### config.mk
export PLATFORM = sky130hd
export DESIGN_NAME = program_store
export DESIGN_NICKNAME = d
export VERILOG_FILES = /design/src/rtl/program_store.sv
export SDC_FILE = /design/constraint.sdc
export NUM_CORES = 2
export LEC_CHECK = 0
export CAP_MARGIN = 20
export CORE_MARGIN = 4
export CORE_UTILIZATION = 55
export CTS_CLUSTER_SIZE = 8
export DETAILED_ROUTE_END_ITERATION = 7
export HOLD_SLACK_MARGIN = 0.12
export PLACE_DENSITY = 0.7
export SLEW_MARGIN = 5
export SYNTH_ARGS = -nofsm -noshare
export SYNTH_HDL_FRONTEND = slang
export SYNTH_SLANG_ARGS = --single-unit
### constraint.sdc
create_clock -name clock -period 4.2 [get_ports clock]
set_input_delay 0.84 -clock clock [delete_from_list [all_inputs] [get_ports clock]]
set_output_delay 0.84 -clock clock [all_outputs]
set_load 0.005 [all_outputs]
### src/rtl/program_store.sv
// Hand-loaded program RAM for the 8-bit CPU: debounced switch/button loader plus
// a zero-latency instruction read port that masks unloaded addresses with HALT.
module program_store #(
  parameter int         ADDR_W          = 8,
  parameter int         DEBOUNCE_CYCLES = 4,
  parameter logic [7:0] HALT_WORD       = 8'hC3
) (
  input  logic              clock,
  input  logic              reset,
  input  logic              load_mode,
  input  logic              load_strobe,
  input  logic [7:0]        load_data,
  input  logic [7:0]        instruction_address,
  output logic [7:0]        instruction,
  output logic              cpu_reset,
  output logic              loading,
  output logic [ADDR_W-1:0] load_pointer,
  output logic [ADDR_W:0]   program_length,
  output logic              full
);

  localparam int DEPTH = 2 ** ADDR_W;
  localparam int CNT_W = $clog2(DEBOUNCE_CYCLES + 1);
  localparam logic [CNT_W-1:0]  CNT_LAST = CNT_W'(DEBOUNCE_CYCLES - 1);
  localparam logic [ADDR_W:0]   LEN_FULL = (ADDR_W + 1)'(DEPTH);

  typedef enum logic [1:0] {RUN, LOAD, RELEASE} state_t;
  typedef enum logic {ARMED, WAIT_LOW} deb_t;

  state_t            state;
  deb_t              deb;
  logic [CNT_W-1:0]  deb_cnt;
  logic              mode_p0, mode_p1;
  logic              strobe_p0, strobe_p1;
  logic              counting;
  logic              accept;
  logic              write_en;
  logic [7:0]        mem [DEPTH];
  logic [ADDR_W-1:0] read_addr;

  assign counting = (state == LOAD);
  assign accept   = counting && (deb == ARMED) && strobe_p1 && (deb_cnt == CNT_LAST);
  assign write_en = accept && !full;

  assign full      = (program_length == LEN_FULL);
  assign cpu_reset = (state != RUN);
  assign loading   = (state == LOAD);

  // Stage p0/p1: two-flop synchronisers, then debouncer and load FSM on synced copies
  always_ff @(posedge clock or posedge reset) begin
    if (reset) begin
      mode_p0        <= 1'b0;
      mode_p1        <= 1'b0;
      strobe_p0      <= 1'b0;
      strobe_p1      <= 1'b0;
      state          <= RUN;
      deb            <= ARMED;
      deb_cnt        <= '0;
      load_pointer   <= '0;
      program_length <= '0;
    end else begin
      mode_p0   <= load_mode;
      mode_p1   <= mode_p0;
      strobe_p0 <= load_strobe;
      strobe_p1 <= strobe_p0;

      if (!counting) begin
        deb     <= ARMED;
        deb_cnt <= '0;
      end else begin
        case (deb)
          ARMED: begin
            if (!strobe_p1) begin
              deb_cnt <= '0;
            end else if (deb_cnt == CNT_LAST) begin
              deb     <= WAIT_LOW;
              deb_cnt <= '0;
            end else begin
              deb_cnt <= deb_cnt + CNT_W'(1);
            end
          end
          WAIT_LOW: begin
            if (strobe_p1) begin
              deb_cnt <= '0;
            end else if (deb_cnt == CNT_LAST) begin
              deb     <= ARMED;
              deb_cnt <= '0;
            end else begin
              deb_cnt <= deb_cnt + CNT_W'(1);
            end
          end
          default: begin
            deb     <= ARMED;
            deb_cnt <= '0;
          end
        endcase
      end

      // The pointer wraps naturally; full stops any write past the last slot.
      if (write_en) begin
        load_pointer   <= load_pointer + ADDR_W'(1);
        program_length <= program_length + (ADDR_W + 1)'(1);
      end

      case (state)
        RUN: begin
          if (mode_p1) begin
            state          <= LOAD;
            load_pointer   <= '0;
            program_length <= '0;
          end
        end
        LOAD:    if (!mode_p1) state <= RELEASE;
        RELEASE: state <= RUN;
        default: state <= RUN;
      endcase
    end
  end

  // RAM contents survive reset; program_length masks stale words instead.
  always_ff @(posedge clock) begin
    if (write_en) mem[load_pointer] <= load_data;
  end

  assign read_addr   = instruction_address[ADDR_W-1:0];
  assign instruction = ({1'b0, read_addr} < program_length) ? mem[read_addr] : HALT_WORD;

endmodule
==> reports/metrics.yaml <==
status:
  status: "complete, but fails checks"
  violations: "negative setup slack"
synth:
  synth_fa_ha_area_frac: 0.002142
  synth_cells: 4239
  synth.distinct_cells: 67
  synth-main-ff-cell: "edfxtp_1"
  synth-edff-count: 2048
  synth-compound-area-share: 0.04871
  synth_top_family_by_area: "multiplexers"
  yosys.area_share.simple: 0.02931
  synth_area_um2: 81780
  syn-num-nets: 4273
  synthXorXnorAreaFrac: 0.001606
  synth_mux_area_frac: 0.1370
  synth_seq_area_share: 0.7602
  yosysWarnings: 0
  synth.avg_cell_area_um2: 19.29
  async_flop_share: 0.01301
  synth_seq_cells: 2075
finish:
  area_growth_pct: 20.27
  final_common_cell: "edfxtp_1"
  finish.instance_area_um2: 98360
  fin_nets: 4996
  layout-drive-gt1-share: 0.2856
  final_cell_mix: "edfxtp_1 (2048), buf_4 (498), mux2i_1 (431), nor2_1 (334), clkbuf_16 (318)"
timing:
  fin_worst_skew_ps: 59.02
  max_freq_mhz: 223.6
  drv_slew: 0
  hold_viol_final: 0
  post-route-period-util: 1.065
  rsz0062_at_grt: "yes"
  finalSetupViolCount: 8
  slew_headroom: 0.2948
  fin_crit_ps: 4473
  setup_slack_ps: -272.7
  worst_slew_pin_slew_ps: 1058
hold_path:
  hold_path_class: "in2async"
cts:
  cts_buffers: 309
  cts_hold_buf: 0
  clk_pin_slew_ps: 50
  cts_max_level: 5
  cts.sinks: 2075
  clkLatencyLatePin_ps: 900
  root_buffer: "clkbuf_16"
  clockBufferDepth: 4
  cts_tree: "built"
flow_run:
  maxCapViolCount: 0
global_route:
  grt_pass1_wl_mm: 311.8
  grt_pass1_vias: 45320
  grt.total_usage: 0.2757
  grt_overflow: 0
  grt_max_degree: 119
  antenna_found_initial: 3
die:
  die_h_um: 393.6
  num_rows: 141
  dieArea_um2: 154900
  start_util: 0.5539
  ios: 48
  fp.dieW_um: 393.6
  core_um2: 147700
detailed_routing:
  drc: 0
  drtIter0Drc: 5477
  wl_mm: 216.4
  routedWlPerCell_um: 31.24
  first_pass_iters: 6
  vias: 45670
  ant_nets: 0
  vias_per_cell: 6.592
setup_path:
  required_ps: 3360
  cp-start-kind: "input pin"
  worst-endpoint-arrival_ps: 3630
  cp_max_fo: 16
  crit_type: "in2out"
  end_kind: "primary output"
placed_design:
  dpl.hpwl_mm: 134.8
  io_buffers: 47
  place_area_um2: 88070
  routabilityCongestion: 0.9502
  pre_cts_slack_ps: -1033
pwr:
  p_leak_nw: 32.94
  p_per_area_nw_per_um2: 473.7
  ir_drop_mv: 0.4180
## per-stage QoR
| step | power, W | hold WS [ps] | instances | TNS [ps] | utilization |
|---|---|---|---|---|---|
| finish | 0.04660 | 247.0 | 6928 | -1718 | 0.6661 |
| global route | 0.04784 | 243.1 | 6926 | -1873 | 0.6661 |
| CTS | 0.04664 | 200.5 | 6901 | -1627 | 0.6600 |
| detailed placement | 0.02559 | 340.3 | 6501 | -7037 | 0.5964 |
| global placement | 0.02556 | 335.9 | 6500 | -7006 | 0.5963 |
| floorplan | 0.02432 | 331.2 | 4239 | 0 | - |
## final timing paths
check | slack (ps) | endpoint | startpoint | cells after the start
max | -270 | instruction[6] | instruction_address[0] | 11
min | 250 | mode_p0 | reset | 2
max reg2reg | 500 | mem[145][4] | program_length[0] | 9
min reg2reg | 350 | strobe_p1 | strobe_p0 | 0
max in group asynchronous | 3520 | load_pointer[3] | reset | 3
min in group clock | 350 | strobe_p1 | strobe_p0 | 0
## worst max-delay path, cell delays in order
cell       delay [ps]
buf_16            130
buf_12            170
bufbuf_16         320
mux4_2            370
nor3_1            100
or4_1             550
nor4_1            290
nand4_1           290
a22oi_2           300
buf_6             150
buf_6              90
## timing repair
action                                  in CTS  in global routing
cloned                                       7                  5
endpoints found under the setup margin       8                  8
setup buffers                               53                 27
gates resized for setup                    213                131
pin swaps                                   58                 49
## layer usage
metal / wire length, um / vias to the layer above / GRT usage
li1: - / 18840 / -
met1: 81800 / 23420 / 0.3869
met2: 100800 / 2814 / 0.4217
met3: 24360 / 587 / 0.06676
met4: 9427 / 2 / 0.1124
met5: 13 / - / 0
## synth_stat cells (43+ instances only)
cell type	n	area (um^2)
mux4_2	282	6351
mux2i_1	450	4504
clkbuf_1	129	484.2
nand2_1	63	236.5
o221ai_1	197	1725
edfxtp_1	2048	61500
o21ai_0	51	255.2
nor3_1	66	330.3
nor2_1	345	1295
o22ai_1	83	519.3
a21oi_1	106	530.5
buf_6	43	484.2
## cell families (layout without fill, tap and decap cells)
family / after synthesis / in the layout
adder cells (fa/ha/maj): 14 / 14
AO/OA/AOI/OAI: 548 / 548
multiplexers: 746 / 746
flip-flops: 2075 / 2075
XOR/XNOR: 15 / 15
other: 0 / 2
buffers and inverters: 282 / 1039
AND/OR/NAND/NOR: 559 / 559
## power breakdown
| part | total [W] | switching (W) | internal (W) |
|---|---|---|---|
| clock | 0.0210 | 0.00800 | 0.0131 |
| sequential | 0.0228 | 0.00000228 | 0.0228 |
| combinational | 0.00274 | 0.00160 | 0.00114 |
| total | 0.0466 | 0.00960 | 0.0370 |
## area by class of cell
class / instances / area (um^2)
antenna: 2 / 5.005
fill: 9275 / 49300
sequential: 2075 / 62170
clock buffer: 339 / 7930
multi-input combinational: 1882 / 18950
clock inverter: 6 / 43.79
timing repair buffer: 676 / 6768
inverter: 18 / 72.57
tap: 1930 / 2415
## flip-flops by register name, indices dropped and copies added (netlist names)
signal and count:
state 2, mem 2048, strobe_p0 1, mode_p0 1, mode_p1 1, deb_cnt 3, program_length 9, deb 1
strobe_p1 1, load_pointer 8
(Power assumes the default switching activity.)
